### config.mk
export PLATFORM = sky130hd
export DESIGN_NAME = uart_loopback_tx
export DESIGN_NICKNAME = d
export VERILOG_FILES = /design/src/rtl/uart_pkg.sv /design/src/rtl/sync_fifo.sv /design/src/rtl/uart_loopback_tx.sv
export SDC_FILE = /design/constraint.sdc
export NUM_CORES = 1
export LEC_CHECK = 0
export ABC_AREA = 1
export CAP_MARGIN = 20
export CORE_ASPECT_RATIO = 0.7
export CORE_MARGIN = 2
export CORE_UTILIZATION = 31
export CTS_BUF_LIST = sky130_fd_sc_hd__clkbuf_8
export DETAILED_ROUTE_END_ITERATION = 8
export DONT_BUFFER_PORTS = 1
export HOLD_SLACK_MARGIN = 0.15
export PLACE_DENSITY = 0.43
export SYNTH_ARGS = -nofsm -noshare
export SYNTH_HDL_FRONTEND = slang
export SYNTH_SLANG_ARGS = --single-unit
### constraint.sdc
create_clock -name clk -period 7.7 [get_ports clk]
set_clock_uncertainty 0.05 [all_clocks]
set_input_delay 1.155 -clock clk [delete_from_list [all_inputs] [get_ports clk]]
set_output_delay 1.155 -clock clk [all_outputs]
set_load 0.01 [all_outputs]
### src/rtl/uart_pkg.sv
// Shared types and constants for the UART loopback transmit path.
package uart_pkg;

    typedef enum logic [1:0] {
        IDLE  = 2'd0,
        START = 2'd1,
        DATA  = 2'd2,
        STOP  = 2'd3
    } tx_state_t;

    localparam int unsigned UART_DATA_BITS  = 8;
    localparam int unsigned UART_FRAME_BITS = 10;

    // Clock cycles per bit at a 1x baud divider (integer division).
    function automatic int unsigned uart_div(input int unsigned clk_freq,
                                             input int unsigned baud);
        return clk_freq / baud;
    endfunction

endpackage

### src/rtl/sync_fifo.sv
// Single-clock FIFO. A push while full is ignored; a pop while empty is ignored.
// Head data is presented combinationally on rdata_o.
module sync_fifo #(
    parameter int unsigned WIDTH = 8,
    parameter int unsigned DEPTH = 8
) (
    input  logic                     clk,
    input  logic                     rst_n,
    input  logic                     push_i,
    input  logic [WIDTH-1:0]         wdata_i,
    input  logic                     pop_i,
    output logic [WIDTH-1:0]         rdata_o,
    output logic                     full_o,
    output logic                     empty_o,
    output logic [$clog2(DEPTH):0]   count_o
);

    localparam int unsigned AW = $clog2(DEPTH);
    localparam logic [AW-1:0] PTR_ONE = AW'(1);
    localparam logic [AW:0]   CNT_ONE = (AW+1)'(1);
    localparam logic [AW:0]   CNT_MAX = (AW+1)'(DEPTH);

    logic [WIDTH-1:0] mem_q [DEPTH];
    logic [AW-1:0]    wr_ptr_q, wr_ptr_d;
    logic [AW-1:0]    rd_ptr_q, rd_ptr_d;
    logic [AW:0]      count_q, count_d;
    logic             do_push, do_pop;

    assign full_o  = (count_q == CNT_MAX);
    assign empty_o = (count_q == '0);
    assign do_push = push_i && !full_o;
    assign do_pop  = pop_i && !empty_o;
    assign rdata_o = mem_q[rd_ptr_q];
    assign count_o = count_q;

    // Pointer and occupancy next-state; power-of-2 depth lets pointers wrap naturally.
    always_comb begin
        wr_ptr_d = wr_ptr_q;
        rd_ptr_d = rd_ptr_q;
        count_d  = count_q;
        if (do_push) wr_ptr_d = wr_ptr_q + PTR_ONE;
        if (do_pop)  rd_ptr_d = rd_ptr_q + PTR_ONE;
        case ({do_push, do_pop})
            2'b10:   count_d = count_q + CNT_ONE;
            2'b01:   count_d = count_q - CNT_ONE;
            default: count_d = count_q;
        endcase
    end

    // Pointer and occupancy registers.
    always_ff @(posedge clk or negedge rst_n) begin
        if (!rst_n) begin
            wr_ptr_q <= '0;
            rd_ptr_q <= '0;
            count_q  <= '0;
        end else begin
            wr_ptr_q <= wr_ptr_d;
            rd_ptr_q <= rd_ptr_d;
            count_q  <= count_d;
        end
    end

    // Storage array; contents need no reset since occupancy gates every read.
    always_ff @(posedge clk) begin
        if (do_push) mem_q[wr_ptr_q] <= wdata_i;
    end

endmodule

### src/rtl/uart_loopback_tx.sv
// UART transmit side of the loopback: buffers received bytes and sends them
// as 8N1 frames, LSB first, with back-to-back frames when the FIFO has data.
module uart_loopback_tx
    import uart_pkg::*;
#(
    parameter int unsigned CLK_FREQ   = 50_000_000,
    parameter int unsigned BAUD       = 115200,
    parameter int unsigned FIFO_DEPTH = 8
) (
    input  logic                          clk,
    input  logic                          rst_n,
    input  logic                          data_ready,
    input  logic [UART_DATA_BITS-1:0]     data,
    output logic                          TxD,
    output logic                          busy,
    output logic                          overflow,
    output logic [$clog2(FIFO_DEPTH):0]   fifo_count
);

    localparam int unsigned DIV = uart_div(CLK_FREQ, BAUD);
    localparam int unsigned BW  = (DIV > 2) ? $clog2(DIV) : 1;
    localparam logic [BW-1:0] BAUD_LAST = BW'(DIV - 1);
    localparam logic [BW-1:0] BAUD_ONE  = BW'(1);
    localparam logic [2:0]    BIT_LAST  = 3'(UART_DATA_BITS - 1);

    tx_state_t                 state_q, state_d;
    logic [BW-1:0]             baud_q, baud_d;
    logic [2:0]                bit_q, bit_d;
    logic [UART_DATA_BITS-1:0] shift_q, shift_d;
    logic                      txd_q, txd_d;
    logic                      ovf_q, ovf_d;
    logic                      baud_last;
    logic                      fifo_pop;
    logic                      fifo_full, fifo_empty;
    logic [UART_DATA_BITS-1:0] fifo_head;

    sync_fifo #(
        .WIDTH (UART_DATA_BITS),
        .DEPTH (FIFO_DEPTH)
    ) u_fifo (
        .clk     (clk),
        .rst_n   (rst_n),
        .push_i  (data_ready),
        .wdata_i (data),
        .pop_i   (fifo_pop),
        .rdata_o (fifo_head),
        .full_o  (fifo_full),
        .empty_o (fifo_empty),
        .count_o (fifo_count)
    );

    assign baud_last = (baud_q == BAUD_LAST);
    assign TxD       = txd_q;
    assign overflow  = ovf_q;
    assign busy      = (state_q != IDLE) || !fifo_empty;

    // Sticky overflow: judged on occupancy before any same-cycle pop.
    assign ovf_d = ovf_q | (data_ready & fifo_full);

    // Frame sequencer: next state, bit timing, shift register and line level.
    always_comb begin
        state_d  = state_q;
        baud_d   = baud_last ? '0 : baud_q + BAUD_ONE;
        bit_d    = bit_q;
        shift_d  = shift_q;
        txd_d    = txd_q;
        fifo_pop = 1'b0;
        unique case (state_q)
            IDLE: begin
                baud_d = '0;
                txd_d  = 1'b1;
                if (!fifo_empty) begin
                    fifo_pop = 1'b1;
                    shift_d  = fifo_head;
                    state_d  = START;
                    txd_d    = 1'b0;
                end
            end
            START: begin
                if (baud_last) begin
                    state_d = DATA;
                    bit_d   = '0;
                    txd_d   = shift_q[0];
                end
            end
            DATA: begin
                if (baud_last) begin
                    if (bit_q == BIT_LAST) begin
                        state_d = STOP;
                        txd_d   = 1'b1;
                    end else begin
                        bit_d   = bit_q + 3'd1;
                        shift_d = {1'b0, shift_q[UART_DATA_BITS-1:1]};
                        txd_d   = shift_q[1];
                    end
                end
            end
            STOP: begin
                if (baud_last) begin
                    if (!fifo_empty) begin
                        fifo_pop = 1'b1;
                        shift_d  = fifo_head;
                        state_d  = START;
                        txd_d    = 1'b0;
                    end else begin
                        state_d  = IDLE;
                        txd_d    = 1'b1;
                    end
                end
            end
        endcase
    end

    // Sequencer and status registers; the line idles high out of reset.
    always_ff @(posedge clk or negedge rst_n) begin
        if (!rst_n) begin
            state_q <= IDLE;
            baud_q  <= '0;
            bit_q   <= '0;
            shift_q <= '0;
            txd_q   <= 1'b1;
            ovf_q   <= 1'b0;
        end else begin
            state_q <= state_d;
            baud_q  <= baud_d;
            bit_q   <= bit_d;
            shift_q <= shift_d;
            txd_q   <= txd_d;
            ovf_q   <= ovf_d;
        end
    end

endmodule

* Word level (Yosys, flattened, before mapping)
Memory sizes are Yosys's and may differ from the RTL's. Cells that the tools add are included.
Word-level totals: register bits after elaboration 34, memory bits (writable) 64, input bits 11, output and inout bits 7, logic and storage cells 77, memories kept 1
Operators by class: $add $sub $neg 6, equality and inequality tests 14, muxes and demuxes 30, bitwise gates (word level) 2, reduce and logical (&&, ||, !) cells 15
Memories:
- u_fifo.mem_q | depth 8, bits a word 8, rd ports 1, clocked after Yosys merged registers in 0, write ports 1, line sync_fifo.sv:23 | logic [WIDTH-1:0] mem_q [DEPTH];
Operator list (number):
- $mux W8 | 4
- $pmux W8 S3 | 1
- $mux W9 | 2
- $ne A2 B2 Y1 const B | 6
- $mux W1 | 10
- $mux W2 | 5
- $add A3 B1 Y3 const B | 3
- $add A9 B1 Y9 const B | 1
- $eq A9 B9 Y1 const B | 1
- $mux W3 | 3
- $pmux W2 S4 | 1
- $pmux W4 S2 | 1
- $reduce_and A4 Y1 | 2
- $eq A2 B2 Y1 const B | 3
- $pmux W3 S2 | 1
- $reduce_bool A2 Y1 | 3
- $reduce_and A5 Y1 | 1
- $add A4 B1 Y4 const B | 1
- $eq A2 B1 Y1 const B | 2
- $eq A4 B4 Y1 const B | 1
- $logic_not A4 Y1 | 1
- $pmux W1 S4 | 1
- $sub A4 B1 Y4 const B | 1
- $eq A3 B3 Y1 const B | 1
- 9 further kinds | 11

* Longest topological paths before layout
Gate-level depths: netlist (run 1).
word-level depth 7, mapped depth 17, depth with buffers taken out 17

* Hierarchy
Synthesis (run 1) repeated with hierarchy kept, for this count alone.
Second synthesis, totals: cells, all modules 546, area, all modules 4829.6 um^2
By module, submodules not included:
- sync_fifo | instances 1, cells an instance 357, area an instance 3399.5 um^2, seq. area each 2172.1 um^2
- uart_loopback_tx | instances 1, cells an instance 189, area an instance 1430.1 um^2, seq. area each 601.8 um^2

* Worst setup path after synthesis (run 1)
OpenSTA, ideal clock, no wires.
path type input port to flip-flop, start in data_ready, end reg u_fifo.count_q[2] (netlist: u_fifo.count_o[2]), setup time 0.129 ns, arrival 2.359 ns, required time 7.521 ns, setup slack 5.162 ns, cell stages on the path 8, path buffers 0, cell sequence nand2_1 ha_1 xor2_1 ha_1 a21o_1 or2_2 nand3_1 o21ai_0
Between the ends: cells in the longest elaborated chain, start to end 3, elaborated cells between the ends (all ways) 5, those cells by class eq/ne: 2; mux: 1; reduce/logical: 2
RTL lines:
- start: declaration | line uart_loopback_tx.sv:12 | input logic data_ready,
- $logic_and A1 B1 Y1 * | line sync_fifo.sv:31 | assign do_push = push_i && !full_o;
- $eq A2 B1 Y1 or $eq A2 B2 Y1 (tied branches) | line sync_fifo.sv:43 | case ({do_push, do_pop})
- $pmux W4 S2 or $reduce_bool A2 Y1 (tied branches)
- end signal: assignment | line sync_fifo.sv:59 | count_q <= count_d;
- end: declaration | line sync_fifo.sv:26 | logic [AW:0] count_q, count_d;
Mark *: on every way between the ends. The rest lies on a longest branch, timed or not. A chain may end at the register's enable or synchronous reset.

* Worst setup path in the final report (run 1)
start reg state_q[0], end reg u_fifo.count_q[2] (netlist: u_fifo.count_o[2])
Between the ends: cells in the longest elaborated chain, start to end 5, elaborated cells between the ends (all ways) 8, those cells by class eq/ne: 3; mux: 2; reduce/logical: 3
RTL lines:
- start: declaration | line uart_loopback_tx.sv:26 | tx_state_t state_q, state_d;
- start signal: assignment | line uart_loopback_tx.sv:124 | state_q <= state_d;
- $eq A2 B2 Y1 or $logic_not A2 Y1 (tied branches) | line uart_loopback_tx.sv:68 | unique case (state_q)
- $pmux W1 S2 * | line uart_loopback_tx.sv:68
- $logic_and A1 B1 Y1 * | line sync_fifo.sv:32 | assign do_pop = pop_i && !empty_o;
- named net u_fifo.do_pop | line sync_fifo.sv:27 | logic do_push, do_pop;
- $eq A2 B1 Y1 or $eq A2 B2 Y1 (tied branches) | line sync_fifo.sv:43
- $pmux W4 S2 or $reduce_bool A2 Y1 (tied branches)
Mark *: on every way through the listed nets, which the timed path passes. The rest lies on a longest branch.

==> run summary, run 1 <==
After synthesis, the mean cell area works out to 9.99 sq um. The tools report the type of element capturing the critical path as a flop. After synthesis the netlist holds a flip-flop and latch count of 98.

Setup violations remaining at the end of the flow were counted as 0. For this design, the sink count on the clock tree is 98. The floorplan step set the die width to 147 um.

The worst hold path belongs to the class primary input to asynchronous set/reset pin. Setup repair after global routing left no endpoint under its margin. The number of enable flip-flop cells after synthesis was 64. The core region is 0.0140 sq mm.

The worst-case IR drop observed on VDD is 104 uV. The kind of start point of the critical path is a flop. The die covers 0.0154 sq mm.

The clock reaches the later pin of the worst-skew pair after 0.36 ns. All-layer global routing usage: 0.135. By area the synthesized netlist is led by edfxtp_1 43%, dfrtp_1 19%, nand2_1 12%. The worst setup path is of the flop to flop kind.

Initial DRC count: 262. After global routing the overflow that remains totals 0. The power density normalized to cell area is 235 mW/mm^2.

The simple logic cell fraction of the synthesized area is 0.255, and the fraction of synthesized cell area taken by the top area cell type is 0.431. TritonCTS built the clock tree. The post-CTS setup buffer count was 0. The XOR/XNOR share of the synthesized area came out at 0.0138. The net count of the finished layout is 472.

The post-synthesis share of cell area spent on full adders, half adders and majority gates was 0.0421. The final cell utilization of the core is 0.347. The final count of pins violating max slew is 0, and the number of placement rows is 36.

The run gives 0 as the number of gates resized after CTS. Fill cells in the final layout number 1422. The post-synthesis cell type count came out at 33. Derived from the worst setup path, the maximum achievable clock frequency is 0.354 GHz.

Synthesis handed over a netlist of 446 instances. The run gives 0 as the hold buffer count at cts. The ratio of routed vias to standard cells is 4.61. The flow ran to the end, and the final reports show no timing, DRC or antenna violations. The number of clock buffers added by TritonCTS is 9. The synthesized net count is 472, and the largest stage delay on the critical path is 0.46 ns. The sequential area share after synthesis was 0.623.

The count of unresolved DRC violations after routing was 0. The fraction of final layout cells sized beyond drive strength 1 is 0.0665, and the maximum level of the CTS H-tree is 3. The first global-routing pass estimated 15800 um of wire. The top flip-flop cell by instance count after synthesis was edfxtp_1. The clock root buffer master was clkbuf_8.

The fraction of synthesized area in multiplexers is 0, and the register area is 0.00277 sq mm. In the final routed layout, each cell accounts on average for 15.5 um. The post-synthesis async set-or-reset flop share is 0.347, and the clock slew at the register clock pins of the worst setup and hold paths is 0.09 ns. In this run the vertical extent of the chip is 104 um.

For the pin with the worst max-slew slack, the measured transition is 0.862 ns. The worst path needs 2.82 ns of the cycle, external delays included. The first detailed-routing pass ran for 5 iterations. After routing the design area is 0.00485 sq mm.

By count the netlist is led by 138 x nand2_1, 64 x edfxtp_1, 58 x nand3_1. The area of the multi-input gates is 0.00150 sq mm. The placed wire-length estimate after detailed placement came out at 6800 um. STA puts the critical path data required time at 7.89 ns. The worst register-to-register path has a setup slack of 4.88 ns.

Combinational family with the most area after synthesis: simple AND/OR/NAND/NOR gates. The routed layout has 2958 vias. Traced cell by cell, the critical path runs through inv_1 -> ha_1 -> inv_1 -> nand2_2 -> nand2_1 -> inv_1 -> ha_1 -> xor2_1 -> ha_1 -> a21o_1 -> or2_2 -> nand3_1 -> o21ai_0.

The tightest slew margin relative to the limit came out at 0.423. The complex-gate fraction of the synthesized area is 0.0258. Most frequent cell after synthesis: nand2_1. Entering global routing, the biggest net connects 35 pins. The logs give 0 for the number of warnings issued by yosys and 0.00446 sq mm for the synthesized cell area. Across the run, the number of max-cap violations was 0. For the hold violation count in the final report, the log shows 0. Summed over all cells, the static leakage comes to 2.02 nW. Final hold analysis gives a worst-case slack of 0.421 ns. Wires add up to 9940 um.

The number of global-route vias before repair is 2795. The tools report the last weighted congestion value of the routability-driven placer as 0.786. The ratio of final minimum period to clock period is 0.367, and the final antenna-violating net count is 0. The initial standard-cell utilization of the core was 0.319; the I/O pin count was 18. Among all stages on the critical path, the largest delay is contributed by dfrtp_1.

Data on the critical path arrives at its endpoint at 3.01 ns. In this run the worst path has a maximum fanout of 8. The number of antenna violations at the first check in global routing was 0; the placement-stage cell area was 0.00466 sq mm.

The repair_antennas step left the layout with diodes totalling 0. Of all cell types, the one taking the most synthesized area is edfxtp_1. The area growth from synthesis to layout is 8.76%. During placement, the flow inserted port buffers numbering 0. The setup TNS after final layout is 0 ns.

The largest buffer count on any clock path was 2.
final cells by class:
| type | count | share of cell area |
|---|---|---|
| flip-flops and latches | 98 | 0.572 |
| multi-input cells | 305 | 0.310 |
| well taps | 190 | 0.0491 |
| clock buffers | 9 | 0.0256 |
| inverters | 30 | 0.0232 |
| clock inverters | 7 | 0.0127 |
| repair buffers | 2 | 0.00723 |
metrics by stage:
step / power, mW / instances / setup slack [ns]
5_1_grt: 1.20 / 641 / 4.66
3_3_place_gp: 0.827 / 624 / 4.95
2_1_floorplan: 0.779 / 446 / 5.16
4_1_cts: 1.15 / 641 / 4.87
3_5_place_dp: 0.829 / 625 / 4.89
6_report: 1.14 / 641 / 4.88
placed cells by master, fill, tap and decap left out, types with 2 or more instances in the layout:
cell type / instances
a21oi_1: 3
clkbuf_8: 9
clkinv_1: 3
clkinvlp_4: 2
dfrtp_1: 33
edfxtp_1: 64
ha_1: 15
inv_1: 27
inv_2: 3
nand2_1: 138
nand2_2: 2
nand2_4: 2
nand3_1: 58
nand4_1: 6
nor2_1: 42
nor2_2: 3
nor3_1: 4
o21ai_0: 13
o21bai_1: 3
or2_2: 2
xnor2_1: 3
xor2_1: 4
final timing paths:
check                           startpoint                 to  cells past startpoint
worst min-delay path                 rst_n          baud_q[8]                      0
min in group clk                  bit_q[2]           bit_q[2]                      2
worst min register to register    bit_q[2]           bit_q[2]                      2
worst max-delay path            state_q[0]  u_fifo.count_o[2]                     13
max in group asynchronous            rst_n                TxD                      0
worst max register to register  state_q[0]  u_fifo.count_o[2]                     13
worst max-delay path: cells and delay by family, from the launching register on:
kind | cells | cell delay, ns
AND/OR/NAND/NOR | 4 | 0.68
XOR/XNOR | 1 | 0.19
flip-flops | 1 | 0.46
buffers and inverters | 3 | 0.34
AO/OA/AOI/OAI | 2 | 0.22
adder cells (fa/ha/maj) | 3 | 0.75
sequential cells by signal, summed over array words and instances, names as in the netlist:
| signal | flops |
|---|---|
| u_fifo.mem_q | 64 |
| baud_q | 9 |
| shift_q | 8 |
| u_fifo.count_o | 4 |
| bit_q | 3 |
| u_fifo.rd_ptr_q | 3 |
| u_fifo.wr_ptr_q | 3 |
| state_q | 2 |
| TxD | 1 |
| overflow | 1 |
power breakdown:
part	total [mW]	internal [mW]	switching, mW
sequential	0.677	0.634	0.0431
combinational	0.139	0.0407	0.0982
clock	0.322	0.146	0.175
per-layer routing:
layer / global-route usage / up-vias / part of all wire
li1: - / 1479 / -
met2: 0.186 / 51 / 0.41
met4: 0.0309 / 0 / 0.0093
met3: 0.0360 / 4 / 0.051
met1: 0.209 / 1424 / 0.53
met5: 0 / - / 0
cell families (layout without fill, tap and decap cells):
| kind of cell | Yosys count | after routing |
|---|---|---|
| flip-flops | 98 | 98 |
| AO/OA/AOI/OAI | 21 | 21 |
| AND/OR/NAND/NOR | 262 | 262 |
| buffers and inverters | 43 | 48 |
| XOR/XNOR | 7 | 7 |
| adder cells (fa/ha/maj) | 15 | 15 |
Note: power is estimated with default switching activity, not from simulation.
==> run 2, diff against run 1 <==
- clock period: 7.7 -> 2.6 ns (I/O delays scaled with it)
==> run 2 against run 1 <==
- final area rose by 6.7%
- first-iteration DRC count decreased by 15%
- die area unchanged
- combinational power rose to 4.1 times the previous value
- largest power group unchanged
- clock power increased to 3.5 times the previous value
- largest cell class unchanged
- final cell count rose by 5.3%
- maximum frequency rose by 18%
- critical path depth rose by 1
- sequential share of layout area fell by 3.6 points
==> run summary, run 2 (synthesis gave the netlist of run 1 again) <==
The tools report the number of antenna violations at the first check in global routing as 0 (unchanged). The reported leakage power came out at 2.21 nW (was 2.02 nW). The power density normalized to cell area was 706 mW/mm^2 (was 235 mW/mm^2); the number of buffers inserted during clock tree synthesis was 9 (unchanged). The maximum ir drop on the vdd rail came out at 220 uV (was 104 uV). The path type of the worst setup path is flop to flop (unchanged).

The setup slack on the worst flop-to-flop path is 0.22 ns (was 4.88 ns), and the worst reg-to-reg path cell count is 14 (was 13). For the die area, the log shows 0.0154 sq mm (unchanged). The minimum clock period was 2.38 ns (was 2.82 ns).

The number of input and output port buffers inserted is 0 (unchanged). The tools report the endpoint of the worst register-to-register path as u_fifo.count_o[2] (unchanged). Setup repair after global routing left no endpoint under its margin.

Crit path cell chain: inv_2 -> ha_1 -> inv_1 -> nand2_1 -> a21oi_1 -> nand2_1 -> inv_2 -> ha_4 -> xor2_1 -> ha_1 -> a21o_1 -> or2_2 -> nand3_1 -> o21ai_0 (was inv_1 -> ha_1 -> inv_1 -> nand2_2 -> nand2_1 -> inv_1 -> ha_1 -> xor2_1 -> ha_1 -> a21o_1 -> or2_2 -> nand3_1 -> o21ai_0). The top layer used by detailed routing was met4 (unchanged). The run finished with clean final reports. The worst path buffer plus inverter count was 3 (unchanged); the number of gates on the worst path with buffers counted was 14 (was 13). The final count of pins violating max slew was 0 (unchanged); the detailed-route wire length was 10100 um (was 9940 um). The area of the multi-input gates was 0.00151 sq mm (was 0.00150 sq mm); the register area was 0.00277 sq mm (unchanged).

The count of clock tree sinks is 98 (unchanged), and the post-synthesis to final-layout area growth is 16.1% (was 8.76%). Largest registers in the final layout: u_fifo.mem_q: 64 flops, baud_q: 9 flops, shift_q: 8 flops (unchanged). The beginning of the critical path was state_q[1] (was state_q[0]). The tools report the global-route wire length before repair as 16300 um (was 15800 um).

The height of the die was 104 um (unchanged). The logs give 1433 (was 1422) for the number of fillers in the final layout and 0.806 (was 0.786) for the last weighted congestion value of the routability-driven placer. The setup TNS after final layout was 0 ns (unchanged); the number of global-route vias before repair was 2981 (was 2795). The chip width is 147 um (unchanged). The tools report the kind of start point of the critical path as a flop (unchanged). Maximum clock frequency: 0.420 GHz (was 0.354 GHz). The number of placement rows was 36 (unchanged); the total via count in the routed design was 3067 (was 2958). The clock root buffer master is clkbuf_8 (unchanged). The largest net degree at the start of global routing was 35 (unchanged).

The run gives 0 (unchanged) as the hold violation count in the final report. The tools report the placed wire-length estimate after detailed placement as 6460 um (was 6800 um). For the overall overflow remaining after global route, the log shows 0 (unchanged). The ratio of final minimum period to clock period was 0.916 (was 0.367). The most common cell after layout, fill and taps aside is nand2_1 (unchanged). The number of cells in the finished layout apart from fillers came out at 675 (was 641). The logs give 0.319 (unchanged) for the initial standard-cell utilization of the core and 646 (was 625) for the number of instances in the placed design. The tools report the all-layer global routing usage as 0.139 (was 0.135). The ratio of routed vias to standard cells is 4.54 (was 4.61). The final antenna-violating net count is 0 (unchanged). The run gives 3 (unchanged) as the maximum level of the CTS H-tree.

The maximum fanout along the worst path works out to 5 (was 8). The register with the highest flop count is u_fifo.mem_q (unchanged). The tools report the count of unresolved DRC violations after routing as 0 (unchanged).

The tightest slew margin relative to the limit is 0.618 (was 0.423). Startpoint of the lowest-slack register-to-register path: state_q[1] (was state_q[0]). The I/O pin count was 18 (unchanged). The average wire per cell in the routed design is 14.9 um (was 15.5 um), and the fraction of final layout cells sized beyond drive strength 1 is 0.124 (was 0.0665). The worst-margin pin slew was 0.570 ns (was 0.862 ns); the number of nets in the layout was 507 (was 472). Class of the tightest hold or removal check: primary input to flop (was primary input to asynchronous set/reset pin).

For the initial DRC count, the log shows 224 (was 262). The number of antenna repair diodes was 0 (unchanged); the data arrival time of the critical path was 2.58 ns (was 3.01 ns). The type of element capturing the critical path is a flop (unchanged). The flip-flop count of the largest register, all copies and words added works out to 64 (unchanged). The final cell utilization of the core was 0.370 (was 0.347). Kind of cell adding the most delay to the critical path: adder cells (unchanged). The first-pass iteration count of the detailed router was 5 (unchanged).

Commonest cells after routing, fill and taps aside: 138 x nand2_1, 64 x edfxtp_1, 58 x nand3_1 (unchanged). Data required time of the critical path: 2.80 ns (was 7.89 ns). TritonCTS built the clock tree.

Detailed-routing wirelength on met1: 5300 um (was 5230 um). The logs give 0.0140 sq mm (unchanged) for the core box area and 4300 um (was 4110 um) for the total met2 wirelength after detailed routing. The largest stage delay on the critical path was 0.41 ns (was 0.46 ns). The logs give 2 (unchanged) for the largest buffer count on any clock path and 0 (unchanged) for the count of max-cap constraint violations.

The library cell contributing the largest single delay on the critical path was dfrtp_1 (unchanged). The detailed-routed wire length on met3 was 334 um (was 507 um). The capturing element of the worst setup path was u_fifo.count_o[2] (unchanged).

The clock latency on the worst-skew pair was 0.37 ns (was 0.36 ns); the clock slew at the register clock pins of the worst setup and hold paths was 0.09 ns (about the same). The count of final setup violators was 0 (unchanged).
-- run 2: changes by cell type in the layout (fill, tap and decap cells not counted), sizes merged --
cell and change:
buf +25, inv +3, bufinv +1, clkinv -3, clkinvlp -2, dlygate4sd3 +10
-- run 2: through the flow --
stage | cell area [sq um] | power, mW | hold WS (ns) | worst slack, ns
CTS | 5140 | 3.69 | 0.244 | 0.0496
detailed placement | 4800 | 2.54 | 0.0454 | 0.0645
floorplan | 4460 | 2.31 | 0.0444 | 0.147
finish | 5170 | 3.65 | 0.301 | 0.217
global placement | 4800 | 2.53 | 0.0452 | 0.137
global route | 5170 | 3.85 | 0.314 | 0.00375
-- run 2: layout make-up --
class                           count  area share
Inverter                           30      0.0218
Sequential cell                    98       0.536
Clock buffer                        9      0.0239
Tap cell                          190      0.0460
Multi-Input combinational cell    305       0.293
Clock inverter                      6      0.0184
Timing Repair Buffer               37      0.0610
-- run 2: worst min-delay path, cell delays in order --
cell     delay, ns
nand2_1       0.14
nand2_1       0.10
nand2_1       0.05
-- run 2: metal layers --
layer,GRT usage,up-vias
met2,0.205,48
met1,0.204,1463
met5,0,-
li1,-,1547
met4,0.0412,0
met3,0.0303,9
-- run 2: where the power goes --
group          switching, mW  total (mW)  internal [mW]
sequential            0.0893        1.96           1.87
clock                  0.570        1.12          0.551
combinational          0.367       0.569          0.203
total                   1.03        3.65           2.63
-- run 2: how the worst min path moves through the flow --
stage | from | end | slack [ns] | cells past startpoint
after floorplan | rst_n | baud_q[0] | 0.04 | 0
after global placement | rst_n | baud_q[5] | 0.05 | 0
after detailed placement | rst_n | baud_q[5] | 0.05 | 0
after CTS | data_ready | u_fifo.wr_ptr_q[0] | 0.24 | 3
after global routing | data_ready | u_fifo.wr_ptr_q[0] | 0.31 | 3
final | data_ready | u_fifo.wr_ptr_q[0] | 0.30 | 3
-- run 2: repair_timing --
item                                    CTS  global route
hold endpoints to repair                 99             0
endpoints found under the setup margin    0             1
resized for setup                         0             4
buffers inserted                          0             3
hold buffers                             11             0
